**config.mk**
```make
export PLATFORM = sky130hd
export DESIGN_NAME = ahb_gpio_irq
export DESIGN_NICKNAME = d
export VERILOG_FILES = /design/src/rtl/ahb_gpio_irq.sv
export SDC_FILE = /design/constraint.sdc
export NUM_CORES = 1
export LEC_CHECK = 0
export BUFFER_PORTS_ARGS = -buffer_cell sky130_fd_sc_hd__buf_2
export CAP_MARGIN = 20
export CORE_UTILIZATION = 45
export CTS_CLUSTER_DIAMETER = 50
export CTS_CLUSTER_SIZE = 10
export DETAILED_ROUTE_END_ITERATION = 16
export PLACE_DENSITY_LB_ADDON = 0.12
export SYNTH_ARGS = -nofsm -noshare
export SYNTH_HDL_FRONTEND = slang
export SYNTH_SLANG_ARGS = --single-unit
```
**constraint.sdc**
```tcl
create_clock -name HCLK -period 1.4 [get_ports HCLK]
set_input_delay 0.14 -clock HCLK [delete_from_list [all_inputs] [get_ports HCLK]]
set_output_delay 0.14 -clock HCLK [all_outputs]
set_load 0.02 [all_outputs]
```
**src/rtl/ahb_gpio_irq.sv**
```systemverilog
// AHB-Lite GPIO with per-bit direction, atomic set/clear and edge interrupts.
// Zero-wait-state slave; HADDR[4:2] selects one of eight word registers.

module ahb_gpio_irq_edge (
  input  logic clk,
  input  logic rst,
  input  logic sync_in,
  input  logic ie_rise,
  input  logic ie_fall,
  input  logic clr,
  output logic status
);
  logic prev_q, prev_d;
  logic status_q, status_d;
  logic rise, fall;

  // A new edge outranks a W1C landing on the same cycle.
  always_comb begin
    rise     = sync_in & ~prev_q;
    fall     = ~sync_in & prev_q;
    prev_d   = sync_in;
    status_d = (status_q & ~clr) | (rise & ie_rise) | (fall & ie_fall);
  end

  always_ff @(posedge clk) begin
    if (rst) begin
      prev_q   <= 1'b0;
      status_q <= 1'b0;
    end else begin
      prev_q   <= prev_d;
      status_q <= status_d;
    end
  end

  assign status = status_q;
endmodule

module ahb_gpio_irq #(
  parameter int GPIO_WIDTH  = 16,
  parameter int SYNC_STAGES = 2
) (
  input  logic                  HCLK,
  input  logic                  HRESET,
  input  logic                  HSEL,
  input  logic [31:0]           HADDR,
  input  logic [1:0]            HTRANS,
  input  logic                  HWRITE,
  input  logic [31:0]           HWDATA,
  input  logic                  HREADY,
  input  logic [GPIO_WIDTH-1:0] GPIOIN,
  output logic                  HREADYOUT,
  output logic                  HRESP,
  output logic [31:0]           HRDATA,
  output logic [GPIO_WIDTH-1:0] GPIOOUT,
  output logic [GPIO_WIDTH-1:0] GPIOEN,
  output logic                  IRQ
);
  localparam int W = GPIO_WIDTH;

  typedef enum logic [2:0] {
    OFF_DATA    = 3'd0,
    OFF_DIR     = 3'd1,
    OFF_OUTSET  = 3'd2,
    OFF_OUTCLR  = 3'd3,
    OFF_IE_RISE = 3'd4,
    OFF_IE_FALL = 3'd5,
    OFF_STATUS  = 3'd6,
    OFF_RSVD    = 3'd7
  } off_e;

  typedef struct packed {
    logic valid;
    logic write;
    off_e off;
  } dph_t;

  dph_t   dph_q, dph_d;
  logic [W-1:0] out_q, out_d;
  logic [W-1:0] dir_q, dir_d;
  logic [W-1:0] ie_rise_q, ie_rise_d;
  logic [W-1:0] ie_fall_q, ie_fall_d;
  logic [W-1:0] status, status_clr, sync_in, wdata, rval;
  logic [SYNC_STAGES-1:0][W-1:0] sync_q, sync_d;
  logic         wr;

  always_comb begin
    dph_d = '0;
    if (HSEL && HREADY && HTRANS[1]) begin
      dph_d.valid = 1'b1;
      dph_d.write = HWRITE;
      dph_d.off   = off_e'(HADDR[4:2]);
    end
  end

  always_comb begin
    sync_d[0] = GPIOIN;
    for (int i = 1; i < SYNC_STAGES; i++) sync_d[i] = sync_q[i-1];
  end
  assign sync_in = sync_q[SYNC_STAGES-1];

  assign wr    = dph_q.valid & dph_q.write;
  assign wdata = HWDATA[W-1:0];

  always_comb begin
    out_d      = out_q;
    dir_d      = dir_q;
    ie_rise_d  = ie_rise_q;
    ie_fall_d  = ie_fall_q;
    status_clr = '0;
    if (wr) begin
      case (dph_q.off)
        OFF_DATA:    out_d      = wdata;
        OFF_DIR:     dir_d      = wdata;
        OFF_OUTSET:  out_d      = out_q | wdata;
        OFF_OUTCLR:  out_d      = out_q & ~wdata;
        OFF_IE_RISE: ie_rise_d  = wdata;
        OFF_IE_FALL: ie_fall_d  = wdata;
        OFF_STATUS:  status_clr = wdata;
        default:     ;
      endcase
    end
  end

  always_ff @(posedge HCLK) begin
    if (HRESET) begin
      dph_q     <= '0;
      out_q     <= '0;
      dir_q     <= '0;
      ie_rise_q <= '0;
      ie_fall_q <= '0;
      sync_q    <= '0;
    end else begin
      dph_q     <= dph_d;
      out_q     <= out_d;
      dir_q     <= dir_d;
      ie_rise_q <= ie_rise_d;
      ie_fall_q <= ie_fall_d;
      sync_q    <= sync_d;
    end
  end

  for (genvar g = 0; g < W; g++) begin : g_bit
    ahb_gpio_irq_edge u_edge (
      .clk     (HCLK),
      .rst     (HRESET),
      .sync_in (sync_in[g]),
      .ie_rise (ie_rise_q[g]),
      .ie_fall (ie_fall_q[g]),
      .clr     (status_clr[g]),
      .status  (status[g])
    );
  end

  always_comb begin
    rval   = '0;
    HRDATA = '0;
    if (dph_q.valid && !dph_q.write) begin
      case (dph_q.off)
        OFF_DATA:    rval = (dir_q & out_q) | (~dir_q & sync_in);
        OFF_DIR:     rval = dir_q;
        OFF_IE_RISE: rval = ie_rise_q;
        OFF_IE_FALL: rval = ie_fall_q;
        OFF_STATUS:  rval = status;
        default:     rval = '0;
      endcase
    end
    HRDATA[W-1:0] = rval;
  end

  assign HREADYOUT = 1'b1;
  assign HRESP     = 1'b0;
  assign GPIOOUT   = out_q;
  assign GPIOEN    = dir_q;
  assign IRQ       = |status;

  // Bus bits the decoder never looks at.
  logic unused_hwdata;
  if (W < 32) begin : g_hw_part
    assign unused_hwdata = ^HWDATA[31:W];
  end else begin : g_hw_full
    assign unused_hwdata = 1'b0;
  end
  logic unused_bits;
  assign unused_bits = ^{HADDR[31:5], HADDR[1:0], HTRANS[0], unused_hwdata};
endmodule

```
==> metrics <==
Nets ~930; Int Power between 6 and 7 mW; failing checks negative setup slack; layout cells sized above 1 between 40% and 50%; most common cell in the synthesized netlist dfxtp_1; met3 Track Usage GR under 10%; Mapped Area around 6000 um2; Worst Reg-to-Reg Cells 8; FF+latch count, synth approximately 130; Post-Route Setup TNS -27.76 ns; Critical Path, Cell by Cell buf_6, buf_6, o21ai_0, a211o_1, a31oi_4, buf_6; final hold viol count 0; Worst VDD drop between 800 and 900 uV; cell mode on critical path buf_6; critical path's largest stage delay around 0.42 ns; DRC viols 0; CP Data Arrival Time around 1.9 ns; FMAX roughly 500 MHz; Core Rows a little over 40; I/O pin total between 150 and 200; DR vias ~6,000; crit path kind flip-flop to output pin; DRT iter0 DRCs about 400; Comb pwr share between 6 and 7%; met2 usage ~48%; unrepaired setup endpoints after global routing yes; Avg Cell Area, Syn 9.02 um2; CTS tree done; Pins Over Slew Limit 0; initial antenna violation count 0; Crit path required time about 1.3 ns; Final WS setup -0.590 ns; endpoints failing setup 96; Worst Path Max Fanout 7; Synth Area in Compound Gates around 23%; commonest cells in the netlist 133 x dfxtp_1, 63 x a21oi_1, 52 x nand3b_1; CORE AREA around 13,000 um2; Top FF cell, synth dfxtp_1; pin count of the biggest net entering global routing 45; top-area cell type share of the netlist area between 40% and 50%; Routed WL 21.2 mm; GRT busiest layer met2; Yosys cell types between 40 and 50; part of the cycle the worst path needs 142%; Worst Setup End Kind output pin; gr ovfl total 0; largest area contributor in the netlist dfxtp_1; pwr dens 979 nW/um2; WHS Path Cells 2; sequential cell area fraction in the yosys report ~45%; Net Sw Frac approximately 22%; vias in the first global route 5,720; simple-gate share of the synthesized area between 20% and 30%; CTS sink count 133; die area between 10,000 and 15,000 um2; Reg power frac between 40% and 50%; antenna-violating nets left 0; CP max-delay cell dfxtp_4; Die Wd ~120 um; Max Cap Viol 0; Lkg Pwr 3.43 nW; clk buf depth 2; CTS buffer count 17; Port-buffer cells a little under 90; minimum clock period approximately 2 ns; initial core utilization between 40% and 50%; Clk pwr share 50.2%; post-DR wirelength/cell a little over 20 um; Placer Congestion just over 0.8; Area growth syn-to-layout 53.9%; Worst-Skew Late Latency between 0.4 and 0.5 ns; hold crit path type input pin to flip-flop; ant diodes 0; pre-CTS WS -0.182 ns; Synth Area in Adders 0%; Cells after Synth around 660; root buf cell clkbuf_16; grt met1 use about two fifths; status complete, but fails checks; post-synthesis mux area share approximately 3.8%; EDFF count, synth 0; main combinational cell family by area after synthesis compound AO/OA/AOI/OAI gates; die height around 120 um; H-tree depth 4; post-synthesis xor/xnor area fraction 0%; Critical Path Start Type flip-flop; Async SR Flop Fraction 0%; Psw about 2.0 mW; synth warn 0; clk slew on worst S/H paths approximately 0.06 ns; post-DP HPWL approximately 12 mm; drt via density 5.93; Synth area leaders dfxtp_1 45%, nand3b_1 6.5%, a21oi_1 5.3%, nor2b_1 5.1%, nand3_1 4.1%; First-pass DRT Iterations 5; Clock Skew around 0.0061 ns; first-pass GRT wire length just over 30 mm; GR Util All Layers ~30%
## cells by family (layout without fill, tap and decap cells)
family                 after synthesis  count (layout)
AOI/OAI and AO/OA                  210             210
and+or+nand+nor                    200             201
DFF                                133             133
buffers and inverters               95             270
muxes                               22              22
other                                2              18
## critical path, delay by kind of cell, from the launching register on
family          cells  cell delay (ns)
buf+inv             3             0.40
flops               1             0.42
compound gates      3             0.60
## through the flow
step                      cell area (um2)  hold WS [ns]  power, mW  instances  util (%)
after global placement               6940         0.348       4.40        928      54.4
after floorplan                      6130         0.262       4.25        678         -
after global routing                 9190        0.0210       9.20       1026      71.9
final                                9190        0.0110       8.99       1026      71.9
after CTS                            8460       0.00124       8.95       1013      66.2
after detailed placement             6940         0.346       4.41        928      54.4
## metal layers
layer / vias up / part of all wire [%]
li1: 2748 / -
met1: 2984 / 42
met2: 279 / 47
met3: 73 / 6.4
met4: 0 / 4.7
met5: - / 0
## final timing paths
path / slack [ns] / startpoint / end
worst min register to register: 0.43 / sync_d[29] / sync_in[13]
worst min-delay path: 0.01 / HWDATA[15] / GPIOOUT[15]
worst max register to register: -0.36 / dph_q[2] / g_bit[15].u_edge.status
worst max-delay path: -0.59 / dph_q[0] / HRDATA[7]
## power groups by stage
stage | Clock (mW) | Sequential (mW) | Combinational, mW
global placement | 0 | 3.96 | 0.441
floorplan | 0 | 3.95 | 0.300
CTS | 4.52 | 3.88 | 0.552
detailed placement | 0 | 3.96 | 0.444
global route | 4.69 | 3.88 | 0.634
finish | 4.52 | 3.88 | 0.597
## sequential cells by signal (all words and copies together), names as in the netlist
| signal | count |
|---|---|
| GPIOEN | 16 |
| GPIOOUT | 16 |
| dph_q | 5 |
| g_bit.u_edge.prev_q | 16 |
| g_bit.u_edge.status | 16 |
| ie_fall_q | 16 |
| ie_rise_q | 16 |
| sync_d | 16 |
| sync_in | 16 |
## cells in the final DEF, fill, tap and decap left out, types with 17 or more instances in the layout
cell and count:
buf_2 71, clkbuf_16 21, conb_1 18, a21oi_1 48, nand3_1 45, dfxtp_1 125, inv_1 17, buf_4 41
o21ai_2 43, nand2_1 18, nand3b_1 52, buf_6 48, a211o_1 18, nor2b_1 49, dlygate4sd3_1 33
## layout make-up
cell class	instances	area [um2]
fillers	876	3590
multi-input cells	451	3560
repair buffers	220	2070
inverters	18	67.6
well taps	172	215
clock buffers	22	464
flip-flops and latches	133	2680
clock inverters	10	129
## repair_timing
action | 4_1_cts | 5_1_grt
hold endpoints to repair | 34 | 0
buffers inserted | 14 | 15
gates cloned | 7 | 5
hold buffers | 33 | 0
resized for setup | 128 | 153
endpoints found under the setup margin | 46 | 95
pin swaps | 34 | 57
Power figures use the tool's default switching activity.
